[src/rtl/output_layer_accumulator.sv]
// -----------------------------------------------------------------------------
// output_layer_accumulator
//
// Output stage of the classifier. Streams one image of IMG_SIZE unsigned 8-bit
// pixels and multiply-accumulates each pixel against CLASSES signed 8-bit
// weights. When the image is complete, each accumulator is arithmetically
// shifted right by SHIFT and clamped to 0..255. The packed scores are then held
// behind a valid/ready handshake until the consumer takes them.
//
// Ports
//   clk_i           rising-edge clock
//   rst_i           synchronous active-high reset
//   pixel_valid_i   pixel beat valid
//   pixel_ready_o   a pixel beat is accepted this cycle (ACCUM only)
//   pixel_i         unsigned pixel value
//   weights_i       signed weight per class, sampled together with the pixel
//   result_o        saturated unsigned scores, packed [CLASSES-1:0][7:0]
//   result_valid_o  result vector valid
//   result_ready_i  consumer takes the result
//   busy_o          an image is partially accepted, or SCALE/HOLD is active
//
// state    | meaning
// ---------+--------------------------------------------------------------
// ST_ACCUM | accepting pixel beats, one MAC per class per accepted beat
// ST_SCALE | single cycle: shift + saturate accumulators into result
// ST_HOLD  | result_valid high, waiting for result_ready
// -----------------------------------------------------------------------------
module output_layer_accumulator #(
  parameter int IMG_SIZE = 256,
  parameter int CLASSES  = 10,
  parameter int ACC_W    = 24,
  parameter int SHIFT    = 8
) (
  input  logic                    clk_i,
  input  logic                    rst_i,
  input  logic                    pixel_valid_i,
  output logic                    pixel_ready_o,
  input  logic [7:0]              pixel_i,
  input  logic [CLASSES-1:0][7:0] weights_i,
  output logic [CLASSES-1:0][7:0] result_o,
  output logic                    result_valid_o,
  input  logic                    result_ready_i,
  output logic                    busy_o
);

  localparam int CNT_W = $clog2(IMG_SIZE);
  localparam logic [CNT_W-1:0]        LAST_BEAT = CNT_W'(IMG_SIZE - 1);
  localparam logic signed [ACC_W-1:0] SAT_MAX   = ACC_W'(255);

  typedef enum logic [1:0] {
    ST_ACCUM = 2'd0,
    ST_SCALE = 2'd1,
    ST_HOLD  = 2'd2
  } state_e;

  state_e                  state_q, state_d;
  logic [CNT_W-1:0]        count_q, count_d;
  logic signed [ACC_W-1:0] acc_q [CLASSES];
  logic signed [ACC_W-1:0] acc_d [CLASSES];
  logic [CLASSES-1:0][7:0] result_q, result_d;
  logic                    result_valid_q, result_valid_d;

  logic signed [16:0]      prod     [CLASSES];
  logic signed [ACC_W-1:0] prod_ext [CLASSES];
  logic signed [ACC_W-1:0] scaled   [CLASSES];
  logic [7:0]              sat      [CLASSES];
  logic                    beat_acc;

  // Ready is forced low while reset is asserted so no beat is taken during it.
  assign pixel_ready_o  = (state_q == ST_ACCUM) && !rst_i;
  assign beat_acc       = pixel_valid_i && pixel_ready_o;
  assign result_o       = result_q;
  assign result_valid_o = result_valid_q;
  assign busy_o         = (state_q != ST_ACCUM) || (count_q != '0);

  // Pixel is zero-extended to 9 bits so the product is a true signed 9x8
  // multiply; the 17-bit result always holds the exact product.
  always_comb begin
    for (int c = 0; c < CLASSES; c++) begin
      prod[c]     = $signed({9'b0, pixel_i}) *
                    $signed({{9{weights_i[c][7]}}, weights_i[c]});
      prod_ext[c] = ACC_W'(prod[c]);
    end
  end

  always_comb begin
    for (int c = 0; c < CLASSES; c++) begin
      scaled[c] = acc_q[c] >>> SHIFT;
      if (scaled[c][ACC_W-1]) begin
        sat[c] = 8'd0;
      end else if (scaled[c] > SAT_MAX) begin
        sat[c] = 8'hFF;
      end else begin
        sat[c] = scaled[c][7:0];
      end
    end
  end

  always_comb begin
    state_d        = state_q;
    count_d        = count_q;
    result_d       = result_q;
    result_valid_d = result_valid_q;
    for (int c = 0; c < CLASSES; c++) begin
      acc_d[c] = acc_q[c];
    end

    case (state_q)
      ST_ACCUM: begin
        if (beat_acc) begin
          for (int c = 0; c < CLASSES; c++) begin
            acc_d[c] = acc_q[c] + prod_ext[c];
          end
          if (count_q == LAST_BEAT) begin
            count_d = '0;
            state_d = ST_SCALE;
          end else begin
            count_d = count_q + CNT_W'(1);
          end
        end
      end
      ST_SCALE: begin
        for (int c = 0; c < CLASSES; c++) begin
          result_d[c] = sat[c];
        end
        result_valid_d = 1'b1;
        state_d        = ST_HOLD;
      end
      ST_HOLD: begin
        // result_q is intentionally left alone so the last scores stay visible.
        if (result_valid_q && result_ready_i) begin
          result_valid_d = 1'b0;
          count_d        = '0;
          for (int c = 0; c < CLASSES; c++) begin
            acc_d[c] = '0;
          end
          state_d = ST_ACCUM;
        end
      end
      default: begin
        state_d = ST_ACCUM;
      end
    endcase
  end

  always_ff @(posedge clk_i) begin
    if (rst_i) begin
      state_q        <= ST_ACCUM;
      count_q        <= '0;
      result_q       <= '0;
      result_valid_q <= 1'b0;
      for (int c = 0; c < CLASSES; c++) begin
        acc_q[c] <= '0;
      end
    end else begin
      state_q        <= state_d;
      count_q        <= count_d;
      result_q       <= result_d;
      result_valid_q <= result_valid_d;
      for (int c = 0; c < CLASSES; c++) begin
        acc_q[c] <= acc_d[c];
      end
    end
  end

endmodule
[config.mk]
export PLATFORM = sky130hd
export DESIGN_NAME = output_layer_accumulator
export DESIGN_NICKNAME = d
export VERILOG_FILES = /design/src/rtl/output_layer_accumulator.sv
export SDC_FILE = /design/constraint.sdc
export NUM_CORES = 2
export LEC_CHECK = 0
export ABC_AREA = 0
export ABC_CLOCK_PERIOD_IN_PS = 13000
export BUFFER_PORTS_ARGS = -buffer_cell sky130_fd_sc_hd__buf_2
export CAP_MARGIN = 20
export CORE_MARGIN = 1
export CORE_UTILIZATION = 35
export DETAILED_ROUTE_END_ITERATION = 8
export PLACE_DENSITY_LB_ADDON = 0.25
export SYNTH_ARGS = -nofsm -noshare
export SYNTH_HDL_FRONTEND = slang
export SYNTH_SLANG_ARGS = --single-unit
[constraint.sdc]
create_clock -name clk_i -period 13 [get_ports clk_i]
set_clock_uncertainty 0.15 [all_clocks]
set_input_delay 0.65 -clock clk_i [delete_from_list [all_inputs] [get_ports clk_i]]
set_output_delay 0.65 -clock clk_i [all_outputs]
set_load 0.03 [all_outputs]
==> flow_metrics.py <==
metrics = {
    "setup_path": {
        "r2r_setup_slack_ps": 7540,
        "cp_cell_sequence": "buf_4 -> buf_4 -> nand2_1 -> fa_1 -> inv_1 -> fa_1 -> inv_1 -> fa_1 -> inv_1 -> fa_1 -> ha_1 -> ha_1 -> nor2b_1 -> o21ai_1 -> a21oi_2 -> o41ai_2 -> o31ai_1 -> and4_1 -> a2111oi_4 -> nor4b_1 -> a211o_1",
        "cpMaxStageDelayCell": "buf_4",
        "cp_num_cells": 21,
        "crit_arrival_ps": 6660,
        "r2r_cells": 19,
        "worstSetupStartpoint": "pixel_i[6]",
        "setup.worst_path.start_class": "input pin",
        "cp_max_fo": 64,
        "crit_buf_inv": 5,
        "r2r_start": "acc_q[4][6]$_SDFFE_PP0P_",
        "crit_type": "in2reg",
        "crit_top_cell": "fa_1",
        "cpPeakStageDelay_ps": 720,
        "crit_required_ps": 13370,
        "cp_top_family": "adder cells",
        "timing.rr.end": "acc_q[4][22]$_SDFFE_PP0P_",
        "crit_path_end_kind": "register",
    },
    "power_and_ir_drop": {
        "fin_total_pwr_mw": 10.9,
        "worst_ir_drop_vdd_v": 0.000144,
        "p_leak_nw": 24.1,
        "p_per_area_nw_per_um2": 230,
    },
    "synth": {
        "synth_cells": 4921,
        "ys_warn_count": 0,
        "netlist_area_sq_um": 43200,
        "synth_nets": 6285,
        "synth-seq-cells": 331,
        "async_flop_share_pct": 0,
        "syn_area_per_cell_sq_um": 8.79,
        "yosys-top-cells-area": "fa_1 24%, ha_1 22%, dfxtp_1 15%",
        "yosysTopAreaCellShare_pct": 23.6,
        "seq_area_frac_synth_pct": 15.3,
        "synth_common_cells": "762 x ha_1, 711 x inv_1, 510 x fa_1, 485 x nand2_1, 376 x nor2_1",
        "synth.most_common_cell": "ha_1",
        "synth-edff-count": 0,
        "synth_largest_area_cell": "fa_1",
        "ys.flop_type": "dfxtp_1",
        "synth.distinct_cells": 78,
    },
    "timing": {
        "rsz0062_at_grt": "no",
        "post-route-period-util_pct": 48.4,
        "hold_viol_final": 0,
        "slew_headroom_pct": 31.7,
        "slew_viol_final": 0,
        "worst_slew_pin_slew_ps": 1020,
        "whs_ps": 117,
        "period_needed_ps": 6290,
        "fin_tns_setup_ps": 0,
        "max_freq_mhz": 159,
        "setup_viol": 0,
    },
    "floorplanning": {
        "io_pins": 175,
        "rows": 128,
        "fp.dieH_microns": 354,
        "core_sq_um": 122000,
        "initial_utilization_pct": 35.4,
        "dieWidth_microns": 354,
        "dieArea_sq_um": 125000,
    },
    "placement": {
        "port_buffers": 174,
        "gp_congestion": 0.843,
        "placed_area_sq_um": 45600,
        "hpwl_microns": 82400,
        "place_inst": 6542,
    },
    "cells_and_area": {
        "post-route-cell-area_sq_um": 47400,
        "fill_cells": 12439,
        "multi_input_area_sq_um": 33200,
        "drive_gt1_share_pct": 6.19,
        "syn_to_final_growth_pct": 9.53,
        "final_cells": 6639,
        "regArea_sq_um": 6630,
        "finish.net_count": 6331,
    },
    "worst_hold_path": {
        "min-delay-start": "result_ready_i",
        "hold_path_depth": 2,
        "hold-path-endpoint": "count_q[6]$_SDFFE_PP0P_",
        "hold_class": "in2reg",
    },
    "status": {
        "status": "completed",
    },
    "drt": {
        "viasPerCell": 4.95,
        "first_pass_iters": 5,
        "drt_first_iter_violations": 1575,
        "drtAntennaViolNets": 0,
        "drc": 0,
        "wl_per_cell_microns": 16.3,
        "wl_microns": 108000,
        "vias": 32834,
    },
    "job": {
        "maxCapViolCount": 0,
    },
    "cts": {
        "cts_made_buffers": 48,
        "path_clk_slew_ps": 60,
        "cts_sinks": 331,
        "clk_path_buf_depth": 3,
        "htree_num_levels": 2,
        "cts_root_buf": "clkbuf_16",
        "cts_tree": "yes",
        "clk_latency_ps": 650,
        "cts_hold_buf": 0,
        "cts.repair.resized": 0,
        "cts_setup_buffers": 0,
    },
    "global_route": {
        "grt.total_usage_pct": 17.8,
        "antenna_found_initial": 37,
        "grt_pass1_vias": 34078,
        "grt_max_degree": 76,
        "grt_pass1_wl_microns": 180000,
        "overflow": 0,
    },
}
## metrics by stage
stage | util [%] | setup WS (ps)
2_1_floorplan | - | 6840
3_3_place_gp | 37.3 | 6180
3_5_place_dp | 37.3 | 6050
4_1_cts | 38.7 | 6730
5_1_grt | 38.8 | 6430
6_report | 38.8 | 6710
## cells by family (layout without fill, tap and decap cells)
family | count (synthesis) | count (layout) | synth area share, %
and+or+nand+nor | 1457 | 1457 | 15.7
adders and majority gates | 1272 | 1272 | 45.7
buffers and inverters | 912 | 996 | 7.92
DFF | 331 | 331 | 15.3
other | 0 | 9 | 0
AOI/OAI and AO/OA | 754 | 754 | 11.4
xor gates and xnor gates | 195 | 195 | 3.95
## worst max-delay path by stage
stage                                 to
2_1_floorplan  acc_q[5][22]$_SDFFE_PP0P_
3_3_place_gp   acc_q[4][22]$_SDFFE_PP0P_
3_5_place_dp   acc_q[4][22]$_SDFFE_PP0P_
4_1_cts        acc_q[4][22]$_SDFFE_PP0P_
5_1_grt        acc_q[8][22]$_SDFFE_PP0P_
6_report       acc_q[4][22]$_SDFFE_PP0P_
## report_power, final
part           switching [mW]  total, mW  internal [mW]
combinational            4.32       7.83           3.52
sequential              0.292       1.61           1.32
clock                   0.560       1.45          0.891
total                    5.17       10.9           5.73
## flip-flops by register name (all words and copies together) (netlist names)
signal / count
acc_q: 240
result_o: 80
result_valid_o: 1
count_q: 8
state_q: 2
## cell usage in the layout (no fill, tap or decap), types with 16 or more instances in the layout
| master | instances |
|---|---|
| a211oi_1 | 20 |
| a21o_1 | 56 |
| a21oi_1 | 208 |
| a22o_1 | 54 |
| a22oi_1 | 46 |
| and2_1 | 300 |
| buf_2 | 165 |
| buf_4 | 29 |
| clkbuf_16 | 50 |
| dfxtp_1 | 331 |
| fa_1 | 510 |
| ha_1 | 762 |
| inv_1 | 711 |
| nand2_1 | 485 |
| nand2b_1 | 45 |
| nand3_1 | 32 |
| nor2_1 | 376 |
| nor2b_1 | 30 |
| nor3_1 | 111 |
| nor4_1 | 18 |
| o21a_1 | 16 |
| o21ai_0 | 133 |
| o21ai_1 | 71 |
| o21bai_1 | 19 |
| xnor2_1 | 134 |
| xor2_1 | 61 |
## routing by layer
layer | up-vias | wire length (microns) | GRT usage, %
met5 | - | 265 | 0
met4 | 42 | 1840 | 3.46
li1 | 16160 | - | -
met2 | 452 | 48700 | 28.8
met1 | 16038 | 51600 | 24.3
met3 | 142 | 6060 | 3.89
## area by class of cell
class / instances / share of cell area (%)
multi-input combinational: 3678 / 70.1
sequential: 331 / 14.0
inverter: 712 / 5.64
tap: 1625 / 4.29
clock buffer: 66 / 2.96
timing repair buffer: 196 / 2.27
clock inverter: 22 / 0.658
antenna: 9 / 0.0475
Note: power is estimated with default switching activity, not from simulation.
